--- src/rtl/inst_encoder32_pkg.sv ---
// Shared types and opcode constants for the RV32I instruction encoder.
package inst_encoder32_pkg;

  typedef enum logic [3:0] {
    KIND_LUI    = 4'd0,
    KIND_AUIPC  = 4'd1,
    KIND_JAL    = 4'd2,
    KIND_JALR   = 4'd3,
    KIND_BRANCH = 4'd4,
    KIND_LOAD   = 4'd5,
    KIND_STORE  = 4'd6,
    KIND_OP_IMM = 4'd7,
    KIND_OP     = 4'd8,
    KIND_FENCE  = 4'd9,
    KIND_ECALL  = 4'd10,
    KIND_EBREAK = 4'd11
  } inst_kind_t;

  // {inst[30], funct3}
  typedef enum logic [3:0] {
    ALU_ADD  = 4'b0000,
    ALU_SLL  = 4'b0001,
    ALU_SLT  = 4'b0010,
    ALU_SLTU = 4'b0011,
    ALU_XOR  = 4'b0100,
    ALU_SRL  = 4'b0101,
    ALU_OR   = 4'b0110,
    ALU_AND  = 4'b0111,
    ALU_SUB  = 4'b1000,
    ALU_SRA  = 4'b1101
  } alu_op_t;

  typedef enum logic [2:0] {
    FMT_NONE,
    FMT_I,
    FMT_S,
    FMT_B,
    FMT_U,
    FMT_J
  } imm_fmt_t;

  typedef struct packed {
    inst_kind_t  kind;
    alu_op_t     alu_op;
    logic [2:0]  funct3;
    logic [4:0]  rd;
    logic [4:0]  rs1;
    logic [4:0]  rs2;
    logic [31:0] imm;
  } desc_t;

  localparam logic [6:0] OPC_LUI    = 7'b0110111;
  localparam logic [6:0] OPC_AUIPC  = 7'b0010111;
  localparam logic [6:0] OPC_JAL    = 7'b1101111;
  localparam logic [6:0] OPC_JALR   = 7'b1100111;
  localparam logic [6:0] OPC_BRANCH = 7'b1100011;
  localparam logic [6:0] OPC_LOAD   = 7'b0000011;
  localparam logic [6:0] OPC_STORE  = 7'b0100011;
  localparam logic [6:0] OPC_OP_IMM = 7'b0010011;
  localparam logic [6:0] OPC_OP     = 7'b0110011;
  localparam logic [6:0] OPC_FENCE  = 7'b0001111;
  localparam logic [6:0] OPC_SYSTEM = 7'b1110011;

  localparam logic [31:0] INST_ECALL  = 32'h0000_0073;
  localparam logic [31:0] INST_EBREAK = 32'h0010_0073;

endpackage

--- src/rtl/inst_encoder32_imm_pack32.sv ---
// Immediate range check and bit scatter into instruction positions for I/S/B/U/J.
module imm_pack32
  import inst_encoder32_pkg::*;
(
  input  imm_fmt_t    fmt_i,
  input  logic [31:0] imm_i,
  output logic [31:0] imm_bits_o,
  output logic        range_ok_o
);

  logic sext11_ok;
  logic sext12_ok;
  logic sext20_ok;

  assign sext11_ok = (&imm_i[31:11]) || (~|imm_i[31:11]);
  assign sext12_ok = (&imm_i[31:12]) || (~|imm_i[31:12]);
  assign sext20_ok = (&imm_i[31:20]) || (~|imm_i[31:20]);

  always_comb begin
    imm_bits_o = '0;
    range_ok_o = 1'b1;
    case (fmt_i)
      FMT_I: begin
        imm_bits_o[31:20] = imm_i[11:0];
        range_ok_o        = sext11_ok;
      end
      FMT_S: begin
        imm_bits_o[31:25] = imm_i[11:5];
        imm_bits_o[11:7]  = imm_i[4:0];
        range_ok_o        = sext11_ok;
      end
      FMT_B: begin
        imm_bits_o[31]    = imm_i[12];
        imm_bits_o[30:25] = imm_i[10:5];
        imm_bits_o[11:8]  = imm_i[4:1];
        imm_bits_o[7]     = imm_i[11];
        range_ok_o        = sext12_ok && !imm_i[0];
      end
      FMT_U: begin
        imm_bits_o[31:12] = imm_i[31:12];
        range_ok_o        = (imm_i[11:0] == 12'h000);
      end
      FMT_J: begin
        imm_bits_o[31]    = imm_i[20];
        imm_bits_o[30:21] = imm_i[10:1];
        imm_bits_o[20]    = imm_i[11];
        imm_bits_o[19:12] = imm_i[19:12];
        range_ok_o        = sext20_ok && !imm_i[0];
      end
      default: ;
    endcase
  end

endmodule

--- src/rtl/inst_encoder32.sv ---
// Two-stage RV32I instruction encoder: descriptor in, packed word plus IMEM address out.
module inst_encoder32
  import inst_encoder32_pkg::*;
#(
  parameter logic [31:0] BASE_ADDR = 32'h0000_0000
) (
  input  logic        clk,
  input  logic        rst_n,
  input  logic        in_valid,
  output logic        in_ready,
  input  inst_kind_t  in_kind,
  input  alu_op_t     in_alu_op,
  input  logic [2:0]  in_funct3,
  input  logic [4:0]  in_rd,
  input  logic [4:0]  in_rs1,
  input  logic [4:0]  in_rs2,
  input  logic [31:0] in_imm,
  output logic        out_valid,
  input  logic        out_ready,
  output logic [31:0] out_inst,
  output logic [31:0] out_addr,
  output logic        out_err,
  input  logic        addr_load,
  input  logic [31:0] addr_value,
  output logic [15:0] err_count
);

  logic        s1_valid_q, s1_valid_d;
  desc_t       s1_q, s1_d;
  logic        s2_valid_q, s2_valid_d;
  logic [31:0] s2_inst_q, s2_inst_d;
  logic        s2_err_q, s2_err_d;
  logic [31:0] addr_q, addr_d;
  logic [15:0] err_cnt_q, err_cnt_d;

  logic        s2_adv;
  logic        accept;
  logic        xfer;

  imm_fmt_t    fmt;
  logic [31:0] imm_bits;
  logic        range_ok;
  logic [31:0] base;
  logic        field_ok;
  logic        is_shift;
  logic        enc_err;
  logic [31:0] enc_inst;

  assign s2_adv   = !s2_valid_q || out_ready;
  assign in_ready = !s1_valid_q || s2_adv;
  assign accept   = in_valid && in_ready;
  assign xfer     = s2_valid_q && out_ready;

  imm_pack32 u_imm_pack (
    .fmt_i      (fmt),
    .imm_i      (s1_q.imm),
    .imm_bits_o (imm_bits),
    .range_ok_o (range_ok)
  );

  // Non-immediate fields per kind; the immediate scatter is OR-ed in afterwards.
  always_comb begin
    fmt      = FMT_NONE;
    base     = '0;
    field_ok = 1'b1;
    is_shift = (s1_q.alu_op[1:0] == 2'b01);
    case (s1_q.kind)
      KIND_LUI: begin
        fmt  = FMT_U;
        base = {20'd0, s1_q.rd, OPC_LUI};
      end
      KIND_AUIPC: begin
        fmt  = FMT_U;
        base = {20'd0, s1_q.rd, OPC_AUIPC};
      end
      KIND_JAL: begin
        fmt  = FMT_J;
        base = {20'd0, s1_q.rd, OPC_JAL};
      end
      KIND_JALR: begin
        fmt  = FMT_I;
        base = {12'd0, s1_q.rs1, 3'b000, s1_q.rd, OPC_JALR};
      end
      KIND_BRANCH: begin
        fmt      = FMT_B;
        base     = {7'd0, s1_q.rs2, s1_q.rs1, s1_q.funct3, 5'd0, OPC_BRANCH};
        field_ok = !(s1_q.funct3 inside {3'b010, 3'b011});
      end
      KIND_LOAD: begin
        fmt      = FMT_I;
        base     = {12'd0, s1_q.rs1, s1_q.funct3, s1_q.rd, OPC_LOAD};
        field_ok = s1_q.funct3 inside {3'b000, 3'b001, 3'b010, 3'b100, 3'b101};
      end
      KIND_STORE: begin
        fmt      = FMT_S;
        base     = {7'd0, s1_q.rs2, s1_q.rs1, s1_q.funct3, 5'd0, OPC_STORE};
        field_ok = s1_q.funct3 inside {3'b000, 3'b001, 3'b010};
      end
      KIND_OP_IMM: begin
        // Shifts reuse the I scatter: with imm[31:5]=0 only shamt lands in [24:20].
        fmt      = FMT_I;
        base     = {1'b0, s1_q.alu_op[3], 10'd0, s1_q.rs1, s1_q.alu_op[2:0], s1_q.rd, OPC_OP_IMM};
        field_ok = (!is_shift || (s1_q.imm[31:5] == 27'd0)) &&
                   (!s1_q.alu_op[3] || (s1_q.alu_op[2:0] == 3'b101));
      end
      KIND_OP: begin
        base     = {1'b0, s1_q.alu_op[3], 5'd0, s1_q.rs2, s1_q.rs1, s1_q.alu_op[2:0], s1_q.rd, OPC_OP};
        field_ok = !s1_q.alu_op[3] || (s1_q.alu_op[2:0] inside {3'b000, 3'b101});
      end
      KIND_FENCE:  base = {s1_q.imm[11:0], 5'd0, 3'b000, 5'd0, OPC_FENCE};
      KIND_ECALL:  base = INST_ECALL;
      KIND_EBREAK: base = INST_EBREAK;
      default:     field_ok = 1'b0;
    endcase
    enc_err  = !(field_ok && range_ok);
    enc_inst = enc_err ? '0 : (base | imm_bits);
  end

  always_comb begin
    s1_valid_d = in_ready ? in_valid : s1_valid_q;
    s1_d       = accept ? desc_t'{in_kind, in_alu_op, in_funct3, in_rd, in_rs1, in_rs2, in_imm} : s1_q;
    s2_valid_d = s2_adv ? s1_valid_q : s2_valid_q;
    s2_inst_d  = s2_inst_q;
    s2_err_d   = s2_err_q;
    if (s2_adv && s1_valid_q) begin
      s2_inst_d = enc_inst;
      s2_err_d  = enc_err;
    end
    if (addr_load)
      addr_d = addr_value;
    else if (xfer)
      addr_d = addr_q + 32'd4;
    else
      addr_d = addr_q;
    err_cnt_d = err_cnt_q;
    if (xfer && s2_err_q && (err_cnt_q != '1))
      err_cnt_d = err_cnt_q + 16'd1;
  end

  always_ff @(posedge clk) begin
    if (!rst_n) begin
      s1_valid_q <= 1'b0;
      s1_q       <= '0;
      s2_valid_q <= 1'b0;
      s2_inst_q  <= '0;
      s2_err_q   <= 1'b0;
      addr_q     <= BASE_ADDR;
      err_cnt_q  <= '0;
    end else begin
      s1_valid_q <= s1_valid_d;
      s1_q       <= s1_d;
      s2_valid_q <= s2_valid_d;
      s2_inst_q  <= s2_inst_d;
      s2_err_q   <= s2_err_d;
      addr_q     <= addr_d;
      err_cnt_q  <= err_cnt_d;
    end
  end

  assign out_valid = s2_valid_q;
  assign out_inst  = s2_inst_q;
  assign out_err   = s2_err_q;
  assign out_addr  = addr_q;
  assign err_count = err_cnt_q;

endmodule

--- config.mk ---
export PLATFORM = sky130hd
export DESIGN_NAME = inst_encoder32
export DESIGN_NICKNAME = d
export VERILOG_FILES = /design/src/rtl/inst_encoder32_pkg.sv /design/src/rtl/inst_encoder32_imm_pack32.sv /design/src/rtl/inst_encoder32.sv
export SDC_FILE = /design/constraint.sdc
export NUM_CORES = 1
export LEC_CHECK = 0
export BUFFER_PORTS_ARGS = -buffer_cell sky130_fd_sc_hd__buf_2
export CAP_MARGIN = 15
export CELL_PAD_IN_SITES_DETAIL_PLACEMENT = 2
export CELL_PAD_IN_SITES_GLOBAL_PLACEMENT = 2
export CORE_MARGIN = 2
export CORE_UTILIZATION = 30
export DETAILED_ROUTE_END_ITERATION = 8
export PLACE_DENSITY = 0.89
export SETUP_SLACK_MARGIN = 0.15
export SYNTH_ARGS = -nofsm -noshare
export SYNTH_HDL_FRONTEND = slang
export SYNTH_HIERARCHICAL = 1
export SYNTH_SLANG_ARGS = --single-unit
--- constraint.sdc ---
create_clock -name clk -period 3.5 [get_ports clk]
set_input_delay 0.525 -clock clk [delete_from_list [all_inputs] [get_ports clk]]
set_output_delay 0.525 -clock clk [all_outputs]
set_load 0.005 [all_outputs]
==> out/metrics.yaml <==
status:
  status: "finished clean"
placement:
  io_buffers: 177
  dp_slack_ns: 0.382
  dpl.hpwl_mm: 18.5
  dpl_cell_area_um2: 8040
  place.gp.congestion: 0.857
global_route:
  groute.usage.overall_pct: 22.5
  grt_antenna_before_repair: 6
  grt_pass1_vias: 7671
  overflow: 0
  grt_start_max_net_pins: 80
  grt_pass1_wl_mm: 43.1
floorplan:
  die-area_um2: 24300
  die_x_um: 156
  start_util_pct: 30.6
  die_y_um: 156
  core_region_area_um2: 22600
  num_rows: 55
  io-pin-count: 178
pwr:
  power_mw: 4.24
  leakagePower_nw: 3.70
  ir_worst_vdd_mv: 0.288
  p_per_area_nw_per_um2: 488
clocking:
  numCtsBuffers: 17
  clock_sinks: 141
  cts.hold.buffers_added: 0
  path_clk_slew_ns: 0.06
  cts_buffer_depth: 2
  root_buffer: "clkbuf_16"
  cts_resized: 0
  postCtsSetupBuffers: 0
  cts_tree: "done"
  cts_max_level: 4
  clock_latency_ns: 0.42
timing:
  fin_crit_sh_pct: 88.7
  clock.fmax_mhz: 322
  rsz0062_at_grt: "false"
  final_max_slew_viol_count: 0
  setup_viol: 0
  skew_ns: 0.0101
  setup_ws_ns: 0.396
  finalSetupTns_ns: 0
  slew_headroom_pct: 36.5
  worst_pin_slew_ns: 0.945
  fin_crit_ns: 3.10
  finalHoldViolations: 0
cells_and_area:
  nets: 1102
  drive_gt1_share_pct: 23.7
  area_growth_pct: 25.3
  seq_area_um2: 2820
  multi_input_area_um2: 3840
  nFillCells: 2565
  fin_util_pct: 38.4
  final_area_um2: 8690
worst_setup_path:
  worstPathMaxFanout: 30
  crit_start: "s1_q[55]$_SDFFE_PN0P_"
  startpoint_type: "flip-flop"
  cpPeakStageDelay_ns: 0.44
  crit_slowest_cell: "dfxtp_1"
  r2r_start: "s1_q[55]$_SDFFE_PN0P_"
  cp.arrival_ns: 3.42
  crit_required_ns: 3.81
  ff2ff_path_depth: 12
  cp-endpoint: "out_inst[21]$_SDFFE_PN0P_"
  crit_path_end_kind: "flip-flop"
  crit_chain: "a21oi_1 -> nor2b_1 -> nor2b_1 -> buf_4 -> and2_2 -> o21ai_1 -> a21oi_1 -> a211o_1 -> and4_1 -> nand2_1 -> buf_4 -> o31ai_1"
  r2r_slack_ns: 0.40
  critPathKind: "flip-flop to flip-flop"
  r2r-end: "out_inst[21]$_SDFFE_PN0P_"
route:
  drt_iter0_drc: 420
  route.detailed.drc: 0
  routed_wl_mm: 27.0
  vias: 6940
  avgRoutedWirePerCell_um: 20.7
  dr.pass1.iters: 5
  drt-vias-per-instance: 5.31
  detail-route-antenna-nets: 0
synth:
  syn-instance-count: 854
  syn-cell-area_um2: 6930
  syn_avg_cell_area_um2: 8.12
  yosys_warnings: 6
job:
  drv_cap: 0
worst_hold_path:
  hold_class: "primary input to flip-flop"
layout make-up:
class	instances	share of cell area, %
multi-input cells	647	44.2
flip-flops and latches	141	32.5
repair buffers	190	11.5
clock buffers	22	5.46
well taps	285	4.11
clock inverters	10	1.84
inverters	8	0.346
diodes	4	0.115
cell usage in the layout (no fill, tap or decap), types with 17 or more instances in the layout:
master,instances
nand2_1,197
buf_2,177
dfxtp_1,141
a21oi_1,42
a21boi_1,37
o21ai_0,28
and2_1,28
o31ai_1,28
xor2_1,26
nand3_1,23
a21boi_0,21
nor2_1,18
nand4_1,17
clkbuf_16,17
power by group:
part / total, mW / switching [mW] / internal, mW / leakage, nW
Combinational: 0.469 / 0.273 / 0.196 / 2.23
Sequential: 1.78 / 0.103 / 1.68 / 1.16
Clock: 1.99 / 0.734 / 1.25 / 0.311
Total: 4.24 / 1.11 / 3.13 / 3.70
sequential cells by signal, indices dropped and copies added (netlist names):
signal and flops:
s1_q 58, out_valid 1, out_addr 32, out_err 1, s1_valid_q 1, err_count 16
out_inst 32
per-layer routing:
| layer | vias to the layer above | wire length [µm] | GRT usage [%] | share of wire, % |
|---|---|---|---|---|
| li1 | 3296 | - | - | - |
| met1 | 3463 | 11900 | 27.7 | 44 |
| met2 | 150 | 13500 | 39.1 | 50 |
| met3 | 29 | 1090 | 4.86 | 4.0 |
| met4 | 2 | 445 | 7.21 | 1.6 |
| met5 | - | 14 | 0 | 0.052 |
worst min path at each step:
stage                                    startpoint                        end  slack [ns]  depth (start not counted)
after CTS                             addr_value[9]   out_addr[9]$_SDFFE_PN0N_        0.31                          2
final                                 addr_value[9]   out_addr[9]$_SDFFE_PN0N_        0.32                          2
after global placement    out_inst[22]$_SDFFE_PN0P_  out_inst[22]$_SDFFE_PN0P_        0.44                          2
after global routing                  addr_value[7]   out_addr[7]$_SDFFE_PN0N_        0.32                          2
after detailed placement   out_inst[1]$_SDFFE_PN0P_   out_inst[1]$_SDFFE_PN0P_        0.45                          2
after floorplan               s1_q[33]$_SDFFE_PN0P_      s1_q[33]$_SDFFE_PN0P_        0.43                          2
critical path, delay by kind of cell, from the launching register on:
family,cells,cell delay (ns)
buf+inv,2,0.47
flops,1,0.44
simple gates,5,1.10
compound gates,5,0.99
per-stage QoR:
| step | hold slack (ns) | cells |
|---|---|---|
| global route | 0.322 | 1306 |
| CTS | 0.309 | 1303 |
| floorplan | 0.435 | 858 |
| global placement | 0.439 | 1271 |
| finish | 0.325 | 1307 |
| detailed placement | 0.448 | 1271 |
Note: power is estimated with default switching activity, not from simulation.
